$ cat src/rtl/icache_l1_if.sv
// Cache request/response and line-fill signal bundle.
// No storage; pure wiring between requester, cache and next level.
// Requester holds mem_read until mem_resp; cache holds pmem_read until pmem_resp.
interface icache_l1_if;
    logic [15:0]  mem_address;
    logic         mem_read;
    logic         mem_resp;
    logic [127:0] mem_rdata;
    logic [15:0]  pmem_address;
    logic         pmem_read;
    logic [127:0] pmem_rdata;
    logic         pmem_resp;

    // cache side
    modport slave (
        input  mem_address, mem_read, pmem_rdata, pmem_resp,
        output mem_resp, mem_rdata, pmem_address, pmem_read
    );

    // environment side (fetch stage plus next memory level)
    modport master (
        output mem_address, mem_read, pmem_rdata, pmem_resp,
        input  mem_resp, mem_rdata, pmem_address, pmem_read
    );
endinterface

$ cat src/rtl/icache_l1.sv
// 2-way x 8-set instruction cache with 128-bit lines and per-set LRU.
// Hit: 0 cycles (combinational); miss: next-level latency + 1 cycle.
// Requester holds mem_read until mem_resp; fill request held until pmem_resp.
module icache_l1 (
    input  logic       clk,
    input  logic       reset,
    icache_l1_if.slave bus
);
    typedef enum logic {IDLE, ALLOCATE} state_t;

    state_t       state, state_nxt;

    logic [1:0][7:0] valid_q;
    logic [8:0]      tag_q  [2][8];
    logic [127:0]    data_q [2][8];
    logic [7:0]      lru_q;          // per set: way to evict next
    logic [11:0]     miss_line_q;    // {tag, index} of the line being fetched

    logic [2:0]   req_idx;
    logic [8:0]   req_tag;
    logic         hit_w0, hit_w1, hit_any;
    logic [2:0]   fill_idx;
    logic [8:0]   fill_tag;
    logic         victim;

    logic         resp;
    logic [127:0] rdata;
    logic         pread;
    logic [15:0]  paddr;
    logic         miss_load;
    logic         hit_upd;
    logic         fill_we;

    assign req_idx  = bus.mem_address[6:4];
    assign req_tag  = bus.mem_address[15:7];
    assign hit_w0   = valid_q[0][req_idx] && (tag_q[0][req_idx] == req_tag);
    assign hit_w1   = valid_q[1][req_idx] && (tag_q[1][req_idx] == req_tag);
    assign hit_any  = hit_w0 || hit_w1;
    assign fill_idx = miss_line_q[2:0];
    assign fill_tag = miss_line_q[11:3];

    assign bus.mem_resp     = resp;
    assign bus.mem_rdata    = rdata;
    assign bus.pmem_read    = pread;
    assign bus.pmem_address = paddr;

    // victim: fill empty ways first (way 0 before way 1), otherwise follow LRU
    always_comb begin
        victim = 1'b0;
        if (!valid_q[0][fill_idx])
            victim = 1'b0;
        else if (!valid_q[1][fill_idx])
            victim = 1'b1;
        else
            victim = lru_q[fill_idx];
    end

    // next-state and output decode; hits are served only from IDLE
    always_comb begin
        state_nxt = state;
        resp      = 1'b0;
        rdata     = '0;
        pread     = 1'b0;
        paddr     = '0;
        miss_load = 1'b0;
        hit_upd   = 1'b0;
        fill_we   = 1'b0;
        case (state)
            IDLE: begin
                if (bus.mem_read && !reset) begin
                    if (hit_any) begin
                        resp    = 1'b1;
                        rdata   = hit_w1 ? data_q[1][req_idx] : data_q[0][req_idx];
                        hit_upd = 1'b1;
                    end else begin
                        miss_load = 1'b1;
                        state_nxt = ALLOCATE;
                    end
                end
            end
            ALLOCATE: begin
                pread = 1'b1;
                paddr = {miss_line_q, 4'h0};
                if (bus.pmem_resp) begin
                    fill_we   = 1'b1;
                    state_nxt = IDLE;
                end
            end
            default: state_nxt = IDLE;
        endcase
    end

    // state register
    always_ff @(posedge clk) begin
        if (reset)
            state <= IDLE;
        else
            state <= state_nxt;
    end

    // valid bits, LRU and the latched miss line
    always_ff @(posedge clk) begin
        if (reset) begin
            valid_q     <= '0;
            lru_q       <= '0;
            miss_line_q <= '0;
        end else begin
            if (miss_load)
                miss_line_q <= bus.mem_address[15:4];
            if (hit_upd)
                lru_q[req_idx] <= hit_w0;
            if (fill_we) begin
                valid_q[victim][fill_idx] <= 1'b1;
                lru_q[fill_idx]           <= ~victim;
            end
        end
    end

    // tag/data arrays carry no reset; valid bits qualify their contents
    always_ff @(posedge clk) begin
        if (fill_we && !reset) begin
            tag_q[victim][fill_idx]  <= fill_tag;
            data_q[victim][fill_idx] <= bus.pmem_rdata;
        end
    end
endmodule

$ cat src/flat_wrapper.sv
// flat-port wrapper written by rule: the top's interface ports become plain ports
module icache_l1_flat 
  (clk, reset, bus_mem_address, bus_mem_read, bus_pmem_rdata, bus_pmem_resp, bus_mem_resp, bus_mem_rdata, bus_pmem_address, bus_pmem_read);
  icache_l1_if bus_i ();
  input  logic clk;
  input  logic reset;
  input wire logic [$bits(bus_i.mem_address)-1:0] bus_mem_address;
  input wire logic [$bits(bus_i.mem_read)-1:0] bus_mem_read;
  input wire logic [$bits(bus_i.pmem_rdata)-1:0] bus_pmem_rdata;
  input wire logic [$bits(bus_i.pmem_resp)-1:0] bus_pmem_resp;
  output wire logic [$bits(bus_i.mem_resp)-1:0] bus_mem_resp;
  output wire logic [$bits(bus_i.mem_rdata)-1:0] bus_mem_rdata;
  output wire logic [$bits(bus_i.pmem_address)-1:0] bus_pmem_address;
  output wire logic [$bits(bus_i.pmem_read)-1:0] bus_pmem_read;
  assign bus_i.mem_address = bus_mem_address;
  assign bus_i.mem_read = bus_mem_read;
  assign bus_i.pmem_rdata = bus_pmem_rdata;
  assign bus_i.pmem_resp = bus_pmem_resp;
  assign bus_mem_resp = bus_i.mem_resp;
  assign bus_mem_rdata = bus_i.mem_rdata;
  assign bus_pmem_address = bus_i.pmem_address;
  assign bus_pmem_read = bus_i.pmem_read;
  icache_l1 u_core (.clk(clk), .reset(reset), .bus(bus_i));
endmodule
$ cat config.mk
export PLATFORM = sky130hd
export DESIGN_NAME = icache_l1_flat
export DESIGN_NICKNAME = d
export VERILOG_FILES = /design/src/rtl/icache_l1_if.sv /design/src/rtl/icache_l1.sv /design/src/flat_wrapper.sv
export SDC_FILE = /design/constraint.sdc
export NUM_CORES = 2
export LEC_CHECK = 0
export ABC_AREA = 1
export ABC_CLOCK_PERIOD_IN_PS = 10590
export BUFFER_PORTS_ARGS = -buffer_cell sky130_fd_sc_hd__buf_2
export CELL_PAD_IN_SITES_DETAIL_PLACEMENT = 1
export CELL_PAD_IN_SITES_GLOBAL_PLACEMENT = 2
export CORE_ASPECT_RATIO = 1.75
export CORE_MARGIN = 1.5
export CORE_UTILIZATION = 42
export CTS_CLUSTER_DIAMETER = 30
export DETAILED_ROUTE_END_ITERATION = 8
export PLACE_DENSITY = 0.73
export SYNTH_ARGS = -nofsm -noshare
export SYNTH_HDL_FRONTEND = slang
export SYNTH_SLANG_ARGS = --single-unit
$ cat constraint.sdc
create_clock -name clk -period 10.59 [get_ports clk]
set_clock_uncertainty 0.1 [all_clocks]
set_input_delay 2.118 -clock clk [delete_from_list [all_inputs] [get_ports clk]]
set_output_delay 2.118 -clock clk [all_outputs]
set_load 0.05 [all_outputs]
Yosys cells after proc, flatten, opt, wreduce, memory -nomap -nowiden. Memory sizes are Yosys's and may differ from the RTL's. Index checks and enable logic that the tools add are counted.

Register bits: 37. RAM bits: 2192. Word-level logic and storage cells: 91. Output and inout port bits: 146. Input bits: 148. Memories kept: 2.

Memory list: u_core.data_q (depth 2, bits a word 1024, rd ports 2, clocked after Yosys merged registers in 0, wr ports 1, RTL line icache_l1.sv:15) `logic [127:0] data_q [2][8];`; u_core.tag_q (depth 2, bits a word 72, rd ports 2, clocked after Yosys merged registers in 0, wr ports 1, RTL line icache_l1.sv:14) `logic [8:0] tag_q [2][8];`.

Reduce and logical (&&, ||, !) cells: 10. Muxes and demuxes: 58. Bitwise operators: 5. Eq/ne operators: 2. Magnitude comparators: 9.

Operators by type and width (number): $mux 128 (9); $mux 1024 (1); $bmux 128 s3 (2); $demux 128 s3 (1); $mux 72 (1); $bmux 9 s3 (2); $mux 9 (5); $mux 8 (4); $demux 9 s3 (1); $mux 1 (20); $eq 9x9->1 (2); $bwmux 8 (2); $mux 16 (1); $or 16x16->16 (1); $bmux 1 s3 (5); $demux 8 s1 (1); $ge 4x4->1 const B (2); $logic_and 1x1->1 (8); $lt 3x4->1 const B (2); $not 3->4 (2); $demux 1 s3 (2); $ge 3x1->1 const B (2); $lt 4x1->1 const B (1); $lt 1x2->1 const B (1); 5 further kinds (6).

Depth between registers and ports, before layout.
Depth after elaboration: 14. Mapped depth: 22. Depth with buffers taken out: 19.

Least setup slack after synthesis. OpenSTA, ideal clock, no wires.

Path kind: input port to flip-flop. Start: input reset. End: memory u_core.data_q[1][0] (netlist name), enable pin. Arrival: 8476 ps. Data required time: 9854 ps. Setup time: 636 ps. Cell stages on the path: 5. Path slack: 1378 ps. Buffers on the path: 2. Cell sequence: clkbuf_1 > clkinv_1 > clkbuf_1 > nand2_1 > nor2_1.

Longest elaborated chain between the ends: 4.

Ends and longest elaborated chain: from (decl) (RTL line flat_wrapper.sv:6) `input logic reset;`; $logic_not 1->1 (RTL line icache_l1.sv:121) `if (fill_we && !reset) begin`; $logic_and 1x1->1 (RTL line icache_l1.sv:121); $mux 1 (RTL line icache_l1.sv:121); $mux 1024 (not written as such) (RTL line icache_l1.sv:123) `data_q[victim][fill_idx] <= bus.pmem_rdata;`; to (decl) (RTL line icache_l1.sv:15).

No other way between the ends.

Final worst setup path.
Start: input bus_mem_address[4]. End: output bus_mem_rdata[120].

Longest elaborated chain between the ends: 10. Elaborated cells on any way between the ends: 26. Classes of those cells: eq/ne (2); mux (20); bitwise (1); reduce/logical (3).

Ends and longest elaborated chain: from (decl) (RTL line flat_wrapper.sv:7) `input wire logic [$bits(bus_i.mem_address)-1:0] bus_mem_address;`; $not 3->4 (not written as such) (RTL line icache_l1.sv:36, icache_l1.sv:37, icache_l1.sv:73); $bmux 9 s3 (on tied branches) (RTL line icache_l1.sv:37, icache_l1.sv:36); $mux 9 (on tied branches) (2 in a row) (RTL line icache_l1.sv:37, icache_l1.sv:36); $eq 9x9->1 (on tied branches) (RTL line icache_l1.sv:37, icache_l1.sv:36); $logic_and 1x1->1 (on tied branches) (RTL line icache_l1.sv:37, icache_l1.sv:36); $mux 128 / $logic_or 1x1->1 (equally long branches) (RTL line icache_l1.sv:73, icache_l1.sv:38); $mux 128 * (RTL line icache_l1.sv:71) `if (hit_any) begin`; $mux 128 * (RTL line icache_l1.sv:70) `if (bus.mem_read && !reset) begin`; $mux 128 * (RTL line icache_l1.sv:68) `case (state)`; to (decl) (RTL line flat_wrapper.sv:12) `output wire logic [$bits(bus_i.mem_rdata)-1:0] bus_mem_rdata;`.

Mark *: on every way between the ends. The rest lies on a longest branch, timed or not. The select of a mux whose other input is x is not followed.

==> results_dict.tcl <==
set metrics [dict create \
    simple_gate_share_of_the_synthesized_area 0.0701 \
    detail_route.first_pass.iterations 5 \
    grt_ovf 0 \
    comb_power_share 0.034 \
    cp_cell_sequence "buf_2, inv_2, buf_4, nand2_1, nand3_1, nand2_1, o21ai_1, nand2_1, nor2_1, nand2_1, nor2_1, nand2_1, nand2_2, nand2_4, buf_4, nor2_1, buf_2" \
    worst_hold_slack_ps 382 \
    max_slew.worst_pin.slew_ps 1130 \
    global_route_wire_length_before_repair_mm 353 \
    p_clk_frac 0.501 \
    rsz0062_at_grt "false" \
    compound_cell_area_share_of_the_yosys_netlist 0.0940 \
    maxClockFrequency_mhz 111 \
    post_synth_mux_area_share 0 \
    post-route-period-util 0.854 \
    core-area_mm2 0.194 \
    critical-path-top-delay-family "simple AND/OR/NAND/NOR gates" \
    grt_antenna_before_repair 57 \
    report.final.slew_viol_count 0 \
    n_fill_cell 18400 \
    post-cts-setup-buffer-count 0 \
    horizontal_die_dimension_um 337 \
    cp-start-kind "input port" \
    die_height_um 587 \
    clock_transition_at_path_regs_ps 50 \
    route.detailed.drc 0 \
    run_status "finished, final reports clean" \
    adder_cell_share_of_the_synthesized_area 0 \
    tritoncts_clock_tree "done" \
    grt_max_degree 108 \
    worst-path-buf-inv 5 \
    post_drt_wl_per_cell_um 28.5 \
    max_slew_headroom_at_the_worst_pin 0.242 \
    synth_xor_area_frac 0 \
    globalRouteTotalUtil 0.243 \
    floorplan.rows 214 \
    initial_utilization 0.422 \
    area_growth_syn_to_layout_pct 18.6 \
    synth_top_family_by_area "compound AO/OA/AOI/OAI gates" \
    syn-mean-instance-area_um2 15.6 \
    cts-root-to-sink-buffers 4 \
    cts_num_sinks 2229 \
    grt_pass1_vias 52600 \
    die_area_mm2 0.198 \
    path_common_cell "nand2_1" \
    leakage_uw 0.0322 \
    pwr_density_cell_mw_per_mm2 216 \
    ctsRootBufferMaster "clkbuf_16" \
    number_of_nets_at_the_end_of_the_flow 5803 \
    routed_via_density 5.83 \
    cp_max_fo 51 \
    worst_endpoint_data_arrival_time_ps 6820 \
    port-buffer-count 285 \
    ios 294 \
    setup_viol_count_final 0 \
    seqPwrFrac 0.464 \
    worst_skew_pair_latency_ps 850 \
    type_of_the_most_critical_hold_path "reg -> reg" \
    post_synth_num_cell_types 35 \
    finalHoldViolCount 0 \
    min_period_ps 9040 \
    cpMaxStageDelayCell "inv_2" \
    cp-end-kind "output pin" \
    htree_levels 5 \
    post-dp-hpwl_mm 118 \
    required_ps 8370 \
    synth_warnings 0 \
    netlist_instances 5256 \
    p_int_uw 16300 \
    num_vias 49700 \
    drtIter0Drc 4049 \
    cap_violations 0 \
    critPathKind "in -> out" \
    drive_above_1_share 0.187 \
    setup_total_negative_slack_ps 0 \
    yosys_register_bits 2229 \
    synth_seq_area_share 0.812 \
    route.antenna.remaining_nets 0 \
    critical_path_s_largest_stage_delay_ps 540 \
    power.share.switching 0.224 \
    ir_drop_mv 0.158 \
    postCtsResizedCells 0 \
    syn_area_mm2 0.0820 \
    netSwitchingPower_uw 4710 \
    globalplace.congestion 0.773 \
    routed_wirelength_mm 243 \
    total_of_hold_buffers_inserted_after_clock_tree_synthesis 0 \
    cts_buffers 322 \
]
[power by group through the flow]
stage / registers [uW] / clock network, uW / logic (uW)
after floorplan: 9930 / 0 / 373
after global placement: 9930 / 0 / 706
after detailed placement: 9930 / 0 / 726
after CTS: 9750 / 10700 / 731
after global routing: 9750 / 11000 / 788
final: 9750 / 10500 / 722
[tightest hold or removal path, delay by kind of cell (launching register included)]
kind | cells | cell delay (ps)
buffers and inverters | 1 | 70
DFF | 1 | 310
AOI/OAI and AO/OA | 1 | 60
[metrics by stage]
stage,setup WS [ps],instances,cell area [um^2],util,total power (uW)
final,1550,8520,97200,0.501,21000
after global routing,1160,8507,97200,0.500,21500
after CTS,1390,8505,97100,0.500,21200
after detailed placement,1420,7923,86500,0.445,10700
after global placement,1510,7923,86500,0.445,10600
after floorplan,1380,5259,82000,-,10300
[registers in the layout, indices dropped and copies added, names as in the netlist]
| register | count |
|---|---|
| u_core.data_q | 2048 |
| u_core.tag_q | 144 |
| u_core.valid_q | 16 |
| u_core.miss_line_q | 12 |
| u_core.lru_q | 8 |
| u_core.state | 1 |
[synthesized netlist by cell type]
master        n  share of area
inv_1       162         0.0074
conb_1        1       0.000046
o21ai_1      17         0.0010
a21oi_1      30         0.0018
nor3_1      125         0.0076
o311ai_1      1        0.00011
o221ai_1    121          0.013
clkbuf_1    179         0.0082
nor2_1      576          0.026
nor2_2        2        0.00015
nand3_1      77         0.0047
clkinv_1      2       0.000092
o211ai_1      3        0.00027
nor2_4        1        0.00014
buf_1        22         0.0010
or2_1         3        0.00023
edfxtp_1   2192           0.80
o21ai_0     180          0.011
dfxtp_1      37         0.0090
buf_4         9        0.00082
o22ai_1     756          0.058
or2_2       157          0.012
nand3b_1      3        0.00027
a31oi_1     114         0.0087
inv_2         8        0.00037
or4_1        13         0.0012
nand2_2       3        0.00023
o2111ai_1     1        0.00011
nand2_1     345          0.016
o21a_1        1       0.000092
nand4_1      10        0.00076
a221oi_1      2        0.00021
nor4_1        8        0.00061
buf_6         1        0.00014
buf_2        94         0.0057
[cells by family (layout without fill, tap and decap cells)]
| kind of cell | count (synthesis) | count (layout) |
|---|---|---|
| buf+inv | 477 | 1131 |
| flops | 2229 | 2229 |
| compound gates | 1226 | 1226 |
| other cells | 1 | 19 |
| simple gates | 1323 | 1323 |
[cells in the final DEF, fill, tap and decap left out, types with 17 or more instances in the layout]
cell type,Yosys,layout
clkinv_4,0,35
inv_8,0,28
clkbuf_16,0,328
o22ai_1,756,756
dfxtp_1,37,37
clkinvlp_4,0,38
edfxtp_1,2192,2192
nand2_1,345,342
clkinv_2,0,31
o21ai_1,17,17
nand3_1,77,77
buf_2,94,285
buf_12,0,19
clkinv_1,2,32
bufinv_16,0,24
buf_4,9,73
o221ai_1,121,121
nor2_1,576,562
a31oi_1,114,114
clkbuf_1,179,19
nor3_1,125,125
o21ai_0,180,180
inv_1,162,156
or2_2,157,157
inv_6,0,46
a21oi_1,30,30
[final cells by class]
cell class,instances,area (um^2),share of cell area
diodes,15,37.5,0.000386
clock buffers,347,8280,0.0852
clock inverters,235,2400,0.0247
inverters,172,713,0.00734
multi-input cells,2553,13600,0.140
flip-flops and latches,2229,66600,0.685
well taps,2592,3240,0.0334
repair buffers,377,2350,0.0242
[final timing paths]
| kind | startpoint | end | slack, ps | cells after the start |
|---|---|---|---|---|
| worst max-delay path | bus_mem_address[4] | bus_mem_rdata[120] | 1550 | 17 |
| worst min-delay path | u_core.valid_q[11] | u_core.valid_q[11] | 380 | 2 |
| worst max register to register | u_core.miss_line_q[1] | u_core.tag_q[0][2] | 4900 | 10 |
| worst min register to register | u_core.valid_q[11] | u_core.valid_q[11] | 380 | 2 |
[routing by layer]
layer	share of wire	track usage
met5	0.0015	0
met2	0.50	0.409
met3	0.065	0.0450
met1	0.41	0.321
met4	0.022	0.0697
Power figures use the tool's default switching activity.
